[src/rtl/can_tx_arbiter.sv]
// can_tx_arbiter: frame-atomic NREQ->1 arbiter feeding the CAN TX FIFO, truncating frames at MAXLEN.
// Grant 1 cycle after request, then zero-latency pass-through stalled by otready; CAN_TX_ARB_FIXED_PRIO_EN selects fixed priority.
module can_tx_arbiter #(
    parameter int NREQ   = 4,
    parameter int DWIDTH = 8,
    parameter int MAXLEN = 16
) (
    input  logic                     clk,
    input  logic                     rstn,
    input  logic [NREQ-1:0]          req_valid,
    output logic [NREQ-1:0]          req_ready,
    input  logic [NREQ*DWIDTH-1:0]   req_data,
    input  logic [NREQ-1:0]          req_last,
    output logic                     otvalid,
    input  logic                     otready,
    output logic [DWIDTH-1:0]        otdata,
    output logic [NREQ-1:0]          grant,
    output logic                     busy,
    output logic                     trunc
);

    localparam int IW = $clog2(NREQ);
    localparam int CW = $clog2(MAXLEN + 1);

    typedef enum logic [1:0] {IDLE, XFER, DROP} state_t;

    state_t             r_state, w_state_nxt;
    logic [IW-1:0]      r_gidx, w_gidx_nxt, w_win;
    logic [CW-1:0]      r_cnt, w_cnt_nxt;
    logic               r_trunc, w_trunc_nxt;
    logic               w_found;
    logic [NREQ-1:0]    w_onehot;
    logic               w_vld, w_last;
    logic [DWIDTH-1:0]  w_data;
`ifndef CAN_TX_ARB_FIXED_PRIO_EN
    logic [IW-1:0]      r_last_gidx, w_last_nxt;
`endif

    assign w_onehot = NREQ'(1) << r_gidx;

    // Selected requester's byte, valid and last flag.
    always_comb begin
        w_vld  = 1'b0;
        w_last = 1'b0;
        w_data = '0;
        for (int i = 0; i < NREQ; i++) begin
            if (r_gidx == IW'(i)) begin
                w_vld  = req_valid[i];
                w_last = req_last[i];
                w_data = req_data[i*DWIDTH +: DWIDTH];
            end
        end
    end

    always_comb begin
        w_found = 1'b0;
        w_win   = '0;
`ifdef CAN_TX_ARB_FIXED_PRIO_EN
        for (int i = 0; i < NREQ; i++) begin
            if (!w_found && req_valid[i]) begin
                w_found = 1'b1;
                w_win   = IW'(i);
            end
        end
`else
        // Round-robin: first look above the previous owner, then wrap to the lowest index.
        for (int i = 0; i < NREQ; i++) begin
            if (!w_found && req_valid[i] && (IW'(i) > r_last_gidx)) begin
                w_found = 1'b1;
                w_win   = IW'(i);
            end
        end
        for (int i = 0; i < NREQ; i++) begin
            if (!w_found && req_valid[i]) begin
                w_found = 1'b1;
                w_win   = IW'(i);
            end
        end
`endif
    end

    always_comb begin
        w_state_nxt = r_state;
        w_gidx_nxt  = r_gidx;
        w_cnt_nxt   = r_cnt;
        w_trunc_nxt = 1'b0;
`ifndef CAN_TX_ARB_FIXED_PRIO_EN
        w_last_nxt  = r_last_gidx;
`endif
        req_ready   = '0;
        otvalid     = 1'b0;
        case (r_state)
            IDLE: begin
                if (|req_valid) begin
                    w_gidx_nxt  = w_win;
                    w_cnt_nxt   = '0;
                    w_state_nxt = XFER;
                end
            end
            XFER: begin
                otvalid   = w_vld;
                req_ready = w_onehot & {NREQ{otready}};
                if (w_vld && otready) begin
                    w_cnt_nxt = r_cnt + CW'(1);
                    // A last byte landing exactly on MAXLEN is a normal end, not a truncation.
                    if (w_last) begin
                        w_state_nxt = IDLE;
`ifndef CAN_TX_ARB_FIXED_PRIO_EN
                        w_last_nxt  = r_gidx;
`endif
                    end else if (r_cnt == CW'(MAXLEN - 1)) begin
                        w_state_nxt = DROP;
                        w_trunc_nxt = 1'b1;
`ifndef CAN_TX_ARB_FIXED_PRIO_EN
                        w_last_nxt  = r_gidx;
`endif
                    end
                end
            end
            DROP: begin
                req_ready = w_onehot;
                if (w_vld && w_last) begin
                    w_state_nxt = IDLE;
                end
            end
            default: w_state_nxt = IDLE;
        endcase
    end

    always_ff @(posedge clk or negedge rstn) begin
        if (!rstn) begin
            r_state     <= IDLE;
            r_gidx      <= '0;
            r_cnt       <= '0;
            r_trunc     <= 1'b0;
`ifndef CAN_TX_ARB_FIXED_PRIO_EN
            r_last_gidx <= IW'(NREQ - 1);
`endif
        end else begin
            r_state     <= w_state_nxt;
            r_gidx      <= w_gidx_nxt;
            r_cnt       <= w_cnt_nxt;
            r_trunc     <= w_trunc_nxt;
`ifndef CAN_TX_ARB_FIXED_PRIO_EN
            r_last_gidx <= w_last_nxt;
`endif
        end
    end

    assign busy   = (r_state != IDLE);
    assign grant  = busy ? w_onehot : '0;
    assign trunc  = r_trunc;
    assign otdata = w_data;

endmodule

[config.mk]
export PLATFORM = sky130hd
export DESIGN_NAME = can_tx_arbiter
export DESIGN_NICKNAME = d
export VERILOG_FILES = /design/src/rtl/can_tx_arbiter.sv
export SDC_FILE = /design/constraint.sdc
export NUM_CORES = 1
export LEC_CHECK = 0
export ABC_CLOCK_PERIOD_IN_PS = 3700
export CAP_MARGIN = 20
export CORE_MARGIN = 4
export CORE_UTILIZATION = 41
export DETAILED_ROUTE_END_ITERATION = 16
export PLACE_DENSITY = 0.87
export SYNTH_ARGS = -nofsm -noshare
export SYNTH_HDL_FRONTEND = slang
export SYNTH_SLANG_ARGS = --single-unit
export TNS_END_PERCENT = 10
[constraint.sdc]
create_clock -name clk -period 3.7 [get_ports clk]
set_input_delay 0.74 -clock clk [delete_from_list [all_inputs] [get_ports clk]]
set_output_delay 0.74 -clock clk [all_outputs]
set_load 0.01 [all_outputs]
# Yosys cells after proc, flatten, opt, wreduce, memory -nomap -nowiden
# Index checks and enable logic that the tools add are counted.
# word_totals
register_bits	12
latchBits	0
ramBits	0
rom_bits	0
input_bits	43
output_inout_bits	19
elab_cells	96
memories	0
# op_classes
addsub	1
n_mul	0
n_div	0
magnitude_cmp	4
eq_ne	10
shift	1
n_mux	44
bitwise	1
reduce_logical	30
# ops
operator	count
2-to-1 mux 8 bit	4
2-to-1 mux 2 bit	13
2-to-1 mux 1 bit	21
logical AND 1 bit	13
2-to-1 mux 5 bit	2
case mux 5 bit (2 select lines)	1
case mux 4 bit (2 select lines)	1
logical NOT 1 bit	7
== test 2 bit, second input constant	3
!= test 2 bit, second input constant	3
case mux 2 bit (3 select lines)	1
AND reduction 3 bit	2
nonzero test 2 bit	3
adder 5 x 1 -> 5 bit, second input constant	1
== test 5 x 4 -> 1 bit, second input constant	1
AND 4 bit	1
== test 2 x 1 -> 1 bit, second input constant	2
greater-than comparator 1 x 2 -> 1 bit, first input constant	2
greater-than comparator 2 bit, first input constant	2
logical NOT 2 bit	2
2-to-1 mux 4 bit	1
AND reduction 4 bit	1
OR reduction 4 bit	1
left shift 1 x 2 -> 4 bit, first input constant	1
2 further kinds	2

# Longest topological paths before layout
# Gate-level depths: netlist of run 1.
# logic_depth
depth_word	27
depth_mapped	7
ltp_nobuf	7

# Worst setup path before layout of run 1
# OpenSTA, ideal clock, no wires.
# synth_timing
kind	reg2out
startpoint	register r_state[1]
endpoint	output port req_ready[2]
arrival_time_ns	1.474
required_ns	2.960
slack_ns	1.486
path_stages_with_launch	7
path_buffers	1
path_cell_list	dfrtp_1 -> inv_1 -> ha_1 -> clkbuf_1 -> and2_1 -> o21ai_0 -> nor3b_1
# synth_between
elab_chain_cells	2
word_cells_on_any_way	3
classes_between	eq/ne (2); mux (1)
# synth_rtl
item	line	source
start: declaration	27	state_t r_state, w_state_nxt;
start signal: assignment	140	r_state <= w_state_nxt;
== test 2 bit / == test 2 x 1 -> 1 bit (equally long branches)	92	case (r_state)
case mux 4 bit (2 select lines) (*)	92	
end: declaration	11	output logic [NREQ-1:0] req_ready,
# Every way passes the cells marked *; elsewhere a longest branch is shown, timed or not.

# Worst setup path in the final report of run 1
# layout_timing
startpoint	input port otready
endpoint	output port req_ready[3]
# layout_between
elab_chain_cells	2
# layout_rtl
item	line	source
start: declaration	15	input logic otready,
AND 4 bit	102	req_ready = w_onehot & {NREQ{otready}};
case mux 4 bit (2 select lines)	92	
# Every way passes these cells.

==> impl_results.rst, run 1 <==
.. list-table::
   :header-rows: 1

   * - Metric
     - Value
   * - Weighted congestion reported at the end of routability-driven placement
     - 0.8798
   * - Critical path data required time
     - roughly 3 ns
   * - Worst Skew
     - around 0.0015 ns
   * - Die outline height
     - about 60 um
   * - Count of placed standard cells in the final layout, fillers left out
     - roughly 190
   * - Flops & latches, synth
     - 12
   * - Cts-stage hold buffer count
     - 0
   * - Number of post-CTS setup repair buffers
     - 0
   * - Biggest fanout along the worst timing path
     - 6
   * - Setup TNS Final
     - 0 ns
   * - Top cells by area in the synthesized netlist
     - sky130_fd_sc_hd__dfrtp_1, sky130_fd_sc_hd__mux4_2, sky130_fd_sc_hd__ha_1
   * - Synthesized area per cell
     - 10.64 um^2
   * - Pin count of the biggest net entering global routing
     - 22
   * - Post-layout net count
     - between 200 and 250
   * - Initial Util
     - around 44%
   * - Run status
     - complete, no violations
   * - Synth warnings
     - 0
   * - Detailed-route wire length on metal 1
     - 1210 um
   * - Global-route wire length before repair
     - around 5200 um
   * - TritonCTS clock tree
     - built
   * - Cell type with the highest aggregate area in the netlist
     - sky130_fd_sc_hd__dfrtp_1
   * - P&R area growth vs syn
     - 59.73%
   * - Proportion of synthesized area in mux cells
     - a little over a quarter
   * - Sinks on Clock Net
     - 12
   * - Top-Level Pins
     - 62
   * - Path type of the worst min-delay path
     - reg2reg
   * - Number of clock buffers inserted by TritonCTS
     - 3
   * - Standard-cell row count
     - 18
   * - Met3 WL
     - between 300 and 400 um
   * - Largest family of logic cells by synthesized area
     - multiplexers
   * - Via-per-instance ratio
     - roughly 5.7
   * - Layout fillers
     - slightly below 200
   * - Post-Synthesis Net Count
     - approximately 150
   * - Unique cell type count in the Yosys netlist
     - 38
   * - Max Used Layer
     - met4
   * - Overall routed net length
     - ~3400 um
   * - Fraction of synthesized cell area in xor and xnor cells
     - between 1.5 and 2%
   * - Detailed Place HPWL
     - approximately 2800 um
   * - Mapped Area
     - roughly 0.0011 mm^2
   * - Detailed-route DRC error count
     - 0
   * - Routed length per instance
     - between 15 and 20 um
   * - Initial antenna violation count
     - 0
   * - R2R Path Start
     - r_gidx[0]$_DFFE_PN0P_
   * - Type of element launching the critical path
     - input port
   * - Worst Path Arrival
     - about 2.5 ns
   * - Number of endpoints with negative hold slack in the final report
     - 0
   * - Maximum Capacitance Violations
     - 0
   * - Worst-Margin Slew
     - ~0.91 ns
   * - Remaining global-route overflow
     - 0
   * - Number of cells upsized or downsized after cts
     - 0
   * - Hold Crit Start
     - r_cnt[4]$_DFFE_PN0P_
   * - Element type at the critical path end
     - output port
   * - Met2 wire length
     - about 1800 um
   * - Vias in the first global route
     - 1128
   * - Post-route ant nets
     - 0
   * - Detailed Routing Iterations Pass 1
     - 5
   * - Synthesized instance count
     - between 100 and 150
   * - Kind of critical path
     - in2out
   * - Relative slew margins
     - a little under 40%
   * - Chip width
     - 59.94 um
   * - Leak Pwr
     - 0.7403 nW
   * - Die footprint
     - roughly 0.0036 mm^2
   * - Area of the core
     - between 0.002 and 0.003 mm^2
   * - Setup-failing EPs final
     - 0
   * - Worst skew pair latency
     - between 0.2 and 0.3 ns
   * - Fraction of the mapped netlist area in adder cells
     - under 10%
   * - Port bufs
     - 61
   * - Total placed cells including tap cells
     - between 150 and 200
   * - Number of max-slew violations in the final report
     - 0
   * - Proportion of synthesized chip area in sequential cells
     - 27.38%
   * - Fraction of final layout cells sized beyond drive strength 1
     - 12.80%
   * - Fmax
     - between 300 and 400 MHz
   * - Maximum count of clock buffers along a single path
     - 2
   * - Time the final worst path needs with I/O delays and setup
     - 3.285 ns
   * - Simple-gate area share of the yosys netlist
     - about 16%
   * - RSZ-0062 raised after global routing
     - no
   * - Master cell of the clock root buffer
     - sky130_fd_sc_hd__clkbuf_4
   * - Area fraction of the dominant cell type after synthesis
     - 22.62%
   * - Fraction of the mapped netlist area in compound gates
     - 15.50%
   * - Period utilisation layout
     - 88.77%
   * - CP startpoint
     - otready
   * - Maximum VDD drop
     - about 0.45 mV
   * - Vias post-DR
     - 1097
   * - Level count of the clock H-tree
     - 1
   * - P per Cell Area
     - roughly 650 mW/mm^2
   * - Clock slew at the register clock pins of the worst setup and hold paths
     - 0.08 ns
   * - Number of DRC violations after detailed-routing iteration 0
     - 29
   * - Number of antenna cells inserted
     - 0
   * - Total track usage
     - between 15 and 20%
## sequential cells by signal (all words and copies together) (netlist names)
register,flops
trunc,1
r_state,2
r_last_gidx,2
r_gidx,2
r_cnt,5
## report_power, final
part | leakage, nW | switching [W] | internal (W)
Combinational | 0.568 | 0.000345 | 0.000440
Clock | 0.0210 | 0.0000456 | 0.0000599
Sequential | 0.151 | 0.0000792 | 0.000186
## metrics by stage
step	hold slack (ns)	setup slack, ns	utilization [%]	power (W)	instance area, um^2
floorplan	0.4444	1.486	-	0.0007445	1106
global placement	0.4794	0.4694	68.60	0.001026	1730
detailed placement	0.4949	0.4364	68.60	0.001054	1730
CTS	0.5134	0.4266	70.04	0.001164	1767
global route	0.5305	0.2783	70.04	0.001246	1767
finish	0.5171	0.4154	70.04	0.001156	1767
## layout make-up
type | count | area (um^2) | area share (%)
multi-input combinational | 78 | 742.0 | 42.00
timing repair buffer | 62 | 618.1 | 34.99
sequential | 12 | 302.8 | 17.14
tap | 30 | 37.54 | 2.125
clock buffer | 4 | 36.28 | 2.054
inverter | 8 | 30.03 | 1.700
## worst max-delay path: stages
cell and delay [ns]:
sky130_fd_sc_hd__clkdlybuf4s50_1 0.50, sky130_fd_sc_hd__and2_1 0.22, sky130_fd_sc_hd__o21ai_0 0.36, sky130_fd_sc_hd__inv_1 0.08, sky130_fd_sc_hd__and3_1 0.18, sky130_fd_sc_hd__clkdlybuf4s50_1 0.47
## cell usage in the layout, fill, tap and decap left out, types with 3 or more instances in the layout
cell	n
sky130_fd_sc_hd__nand3_1	3
sky130_fd_sc_hd__nand2_1	5
sky130_fd_sc_hd__mux4_2	9
sky130_fd_sc_hd__a21oi_1	3
sky130_fd_sc_hd__inv_1	8
sky130_fd_sc_hd__clkbuf_4	3
sky130_fd_sc_hd__nor3b_1	3
sky130_fd_sc_hd__ha_1	6
sky130_fd_sc_hd__nand2b_1	3
sky130_fd_sc_hd__dfrtp_1	10
sky130_fd_sc_hd__o21ai_0	4
sky130_fd_sc_hd__and3_1	5
sky130_fd_sc_hd__clkdlybuf4s50_1	61
sky130_fd_sc_hd__nor2_1	4
sky130_fd_sc_hd__mux2i_1	4
## logic make-up (layout without fill, tap and decap cells)
kind of cell	Yosys count	count (layout)
xor gates and xnor gates	2	2
DFF	12	12
buffers and inverters	14	74
muxes	17	17
AOI/OAI and AO/OA	22	22
adders and majority gates	6	6
and+or+nand+nor	31	31
## cell usage after synthesis
library cell	n
sky130_fd_sc_hd__inv_1	8
sky130_fd_sc_hd__buf_6	1
sky130_fd_sc_hd__o211ai_1	1
sky130_fd_sc_hd__nand3_1	3
sky130_fd_sc_hd__nor2_1	4
sky130_fd_sc_hd__clkbuf_1	4
sky130_fd_sc_hd__nand2_1	5
sky130_fd_sc_hd__o21ai_0	4
sky130_fd_sc_hd__xnor2_1	2
sky130_fd_sc_hd__or4_1	1
sky130_fd_sc_hd__a21oi_1	3
sky130_fd_sc_hd__mux4_1	1
sky130_fd_sc_hd__and2_1	2
sky130_fd_sc_hd__nor3b_1	3
sky130_fd_sc_hd__a21o_1	1
sky130_fd_sc_hd__o21a_1	1
sky130_fd_sc_hd__o2bb2ai_1	2
sky130_fd_sc_hd__o221ai_1	2
sky130_fd_sc_hd__buf_2	1
sky130_fd_sc_hd__mux2_1	1
sky130_fd_sc_hd__a32o_1	2
sky130_fd_sc_hd__a221oi_2	1
sky130_fd_sc_hd__nor3_1	2
sky130_fd_sc_hd__mux4_2	9
sky130_fd_sc_hd__dfrtp_1	10
sky130_fd_sc_hd__a22o_1	2
sky130_fd_sc_hd__mux2i_1	4
sky130_fd_sc_hd__o22ai_1	1
sky130_fd_sc_hd__and3b_1	1
sky130_fd_sc_hd__mux2_2	2
sky130_fd_sc_hd__and2_4	1
sky130_fd_sc_hd__nor4_1	1
sky130_fd_sc_hd__nand2b_1	3
sky130_fd_sc_hd__and3_1	5
sky130_fd_sc_hd__a211oi_1	1
sky130_fd_sc_hd__ha_1	6
sky130_fd_sc_hd__dfstp_2	2
sky130_fd_sc_hd__o211ai_2	1
## path summary, 6_finish.rpt
kind | slack [ns] | endpoint | cells past startpoint
max | 0.42 | req_ready[3] | 6
min | 0.52 | r_cnt[4]$_DFFE_PN0P_ | 1
max reg2reg | 1.30 | r_state[0]$_DFFE_PN0P_ | 4
min reg2reg | 0.52 | r_cnt[4]$_DFFE_PN0P_ | 1
max in group asynchronous | 2.53 | r_last_gidx[1]$_DFFE_PN1P_ | 1
min in group asynchronous | 0.81 | r_cnt[2]$_DFFE_PN0P_ | 1
## routing by layer
layer	global-route usage [%]	up-vias
met1	20.38	516
met5	0	-
met2	37.81	57
met4	6.646	0
li1	-	520
met3	4.752	4
Power figures use the tool's default switching activity.
==> run 2, diff against run 1 <==
- CORE_MARGIN: 4 -> 2
==> impl_results.rst, run 2 (synthesized netlist as in run 1, its figures left out) <==
.. list-table::
   :header-rows: 1

   * - Metric
     - Value
   * - Maximum count of clock buffers along a single path
     - 2
   * - Overall routed net length
     - about 3300 um
   * - Vias post-DR
     - between 1000 and 1500
   * - Leak Pwr
     - approximately 0.74 nW
   * - Top-Level Pins
     - 62
   * - Setup TNS Final
     - 0 ns
   * - Cts-stage hold buffer count
     - 0
   * - Fraction of final layout cells sized beyond drive strength 1
     - between 10 and 15%
   * - Portion of total power attributed to sequential cells
     - a little under a quarter
   * - Relative slew margins
     - around two fifths
   * - Initial antenna violation count
     - 0
   * - Logic pwr share
     - between 60% and 70%
   * - Level count of the clock H-tree
     - 1
   * - Maximum VDD drop
     - between 0.5 and 0.6 mV
   * - Sinks on Clock Net
     - 12
   * - Run status
     - complete, no violations
   * - Number of post-CTS setup repair buffers
     - 0
   * - Vias in the first global route
     - 1200
   * - DP Worst Slack
     - between 0.4 and 0.5 ns
   * - Element type at the critical path end
     - output port
   * - Detailed-route DRC error count
     - 0
   * - Routed length per instance
     - 17.12 um
   * - Worst skew pair latency
     - between 0.2 and 0.3 ns
   * - Commonest non-fill, non-tap cell in the layout
     - sky130_fd_sc_hd__clkdlybuf4s50_1
   * - Register ranked first by flip-flop count
     - r_cnt
   * - Clock network fraction of total power
     - under 10%
   * - Maximum Capacitance Violations
     - 0
   * - Number of cells upsized or downsized after cts
     - 0
   * - Fmax
     - between 300 and 400 MHz
   * - Time the final worst path needs with I/O delays and setup
     - 3.276 ns
   * - Switching share of total power
     - between 40% and 50%
   * - Flip-flop count of the largest register after layout
     - 5
   * - Number of clock buffers inserted by TritonCTS
     - 3
   * - Worst-Margin Slew
     - approximately 0.9 ns
   * - RSZ-0062 raised after global routing
     - no
   * - Critical path data required time
     - roughly 3.0 ns
   * - Port bufs
     - between 60 and 70
   * - Total track usage
     - 21.80%
   * - Pin count of the biggest net entering global routing
     - 22
   * - Clock slew at the register clock pins of the worst setup and hold paths
     - 0.07 ns
   * - Weighted congestion reported at the end of routability-driven placement
     - 0.7832
   * - Area of the core
     - roughly 0.0025 mm^2
   * - Worst Path Arrival
     - between 2 and 3 ns
   * - Global-route wire length before repair
     - about 5400 um
   * - Post-route ant nets
     - 0
   * - Most frequent cells in the layout
     - sky130_fd_sc_hd__clkdlybuf4s50_1, sky130_fd_sc_hd__dfrtp_1, sky130_fd_sc_hd__mux4_2
   * - Master cell of the clock root buffer
     - sky130_fd_sc_hd__clkbuf_4
   * - Biggest fanout along the worst timing path
     - 6
   * - Initial Util
     - between 40% and 50%
   * - Number of antenna cells inserted
     - 0
   * - Period utilisation layout
     - 88.54%
   * - Number of DRC violations after detailed-routing iteration 0
     - 48
   * - Standard-cell row count
     - 18
   * - P&R area growth vs syn
     - 59.73%
   * - Post-layout net count
     - 214
   * - Number of endpoints with negative hold slack in the final report
     - 0
   * - Remaining global-route overflow
     - 0
   * - Core utilization of the finished layout
     - between 70 and 80%
   * - Detailed Routing Iterations Pass 1
     - 5
   * - Switching pwr
     - ~0.00047 W
   * - Die outline height
     - about 56 um
   * - TritonCTS clock tree
     - built
   * - Die footprint
     - 0.003129 mm^2
   * - Number of max-slew violations in the final report
     - 0
   * - Post-layout total power
     - about 0.0012 W
   * - Final worst-path setup slack
     - 0.4241 ns
   * - Detailed Place HPWL
     - about 2700 um
   * - Chip width
     - around 56 um
   * - Cell-internal power
     - roughly 0.00069 W
   * - Setup-failing EPs final
     - 0
   * - P per Cell Area
     - between 600 and 700 mW/mm^2
   * - Path type of the worst min-delay path
     - reg2reg
   * - Type of element launching the critical path
     - input port
   * - Worst Skew
     - roughly 0.00067 ns
   * - FF-to-FF setup slack
     - between 1 and 1.5 ns
   * - Kind of critical path
     - in2out
   * - Via-per-instance ratio
     - a little under 6
## run 2: power groups by stage
| stage | clock network, W | logic [W] | registers (W) |
|---|---|---|---|
| floorplan | 0 | 0.000521 | 0.000224 |
| global placement | 0 | 0.000762 | 0.000263 |
| detailed placement | 0 | 0.000786 | 0.000271 |
| CTS | 0.000105 | 0.000790 | 0.000268 |
| global route | 0.000110 | 0.000854 | 0.000280 |
| finish | 0.000103 | 0.000784 | 0.000267 |
## run 2: cell type report
cell class	instances	area, um^2
Sequential cell	12	302.8
Clock buffer	4	36.28
Tap cell	30	37.54
Inverter	8	30.03
Multi-Input combinational cell	78	742.0
Timing Repair Buffer	62	618.1
Fill cell	195	755.7
## run 2: layer usage
metal	up-vias	global-route usage (%)	part of all wire [%]
met2	66	44.05	55
met5	-	0	0
met1	549	22.58	36
met4	0	4.082	1.9
met3	11	5.116	7.7
li1	520	-	-
## run 2: final timing paths
path / endpoint / cells after the start / startpoint
max: req_ready[3] / 6 / otready
min: r_cnt[4]$_DFFE_PN0P_ / 1 / r_cnt[4]$_DFFE_PN0P_
max reg2reg: r_state[0]$_DFFE_PN0P_ / 4 / r_gidx[0]$_DFFE_PN0P_
min reg2reg: r_cnt[4]$_DFFE_PN0P_ / 1 / r_cnt[4]$_DFFE_PN0P_
max in group asynchronous: r_last_gidx[0]$_DFFE_PN1P_ / 1 / rstn
min in group asynchronous: r_cnt[2]$_DFFE_PN0P_ / 1 / rstn
## run 2: metrics by stage
stage / hold WS [ns] / cell area [um^2] / std cells
after floorplan: 0.4444 / 1106 / 104
after global placement: 0.4790 / 1730 / 190
after detailed placement: 0.4824 / 1730 / 190
after CTS: 0.4996 / 1767 / 194
after global routing: 0.5183 / 1767 / 194
final: 0.4970 / 1767 / 194
## run 2: critical path, cell delays in order
cell	delay, ns
sky130_fd_sc_hd__clkdlybuf4s50_1	0.51
sky130_fd_sc_hd__and2_1	0.22
sky130_fd_sc_hd__o21ai_0	0.33
sky130_fd_sc_hd__inv_1	0.07
sky130_fd_sc_hd__and3_1	0.18
sky130_fd_sc_hd__clkdlybuf4s50_1	0.48
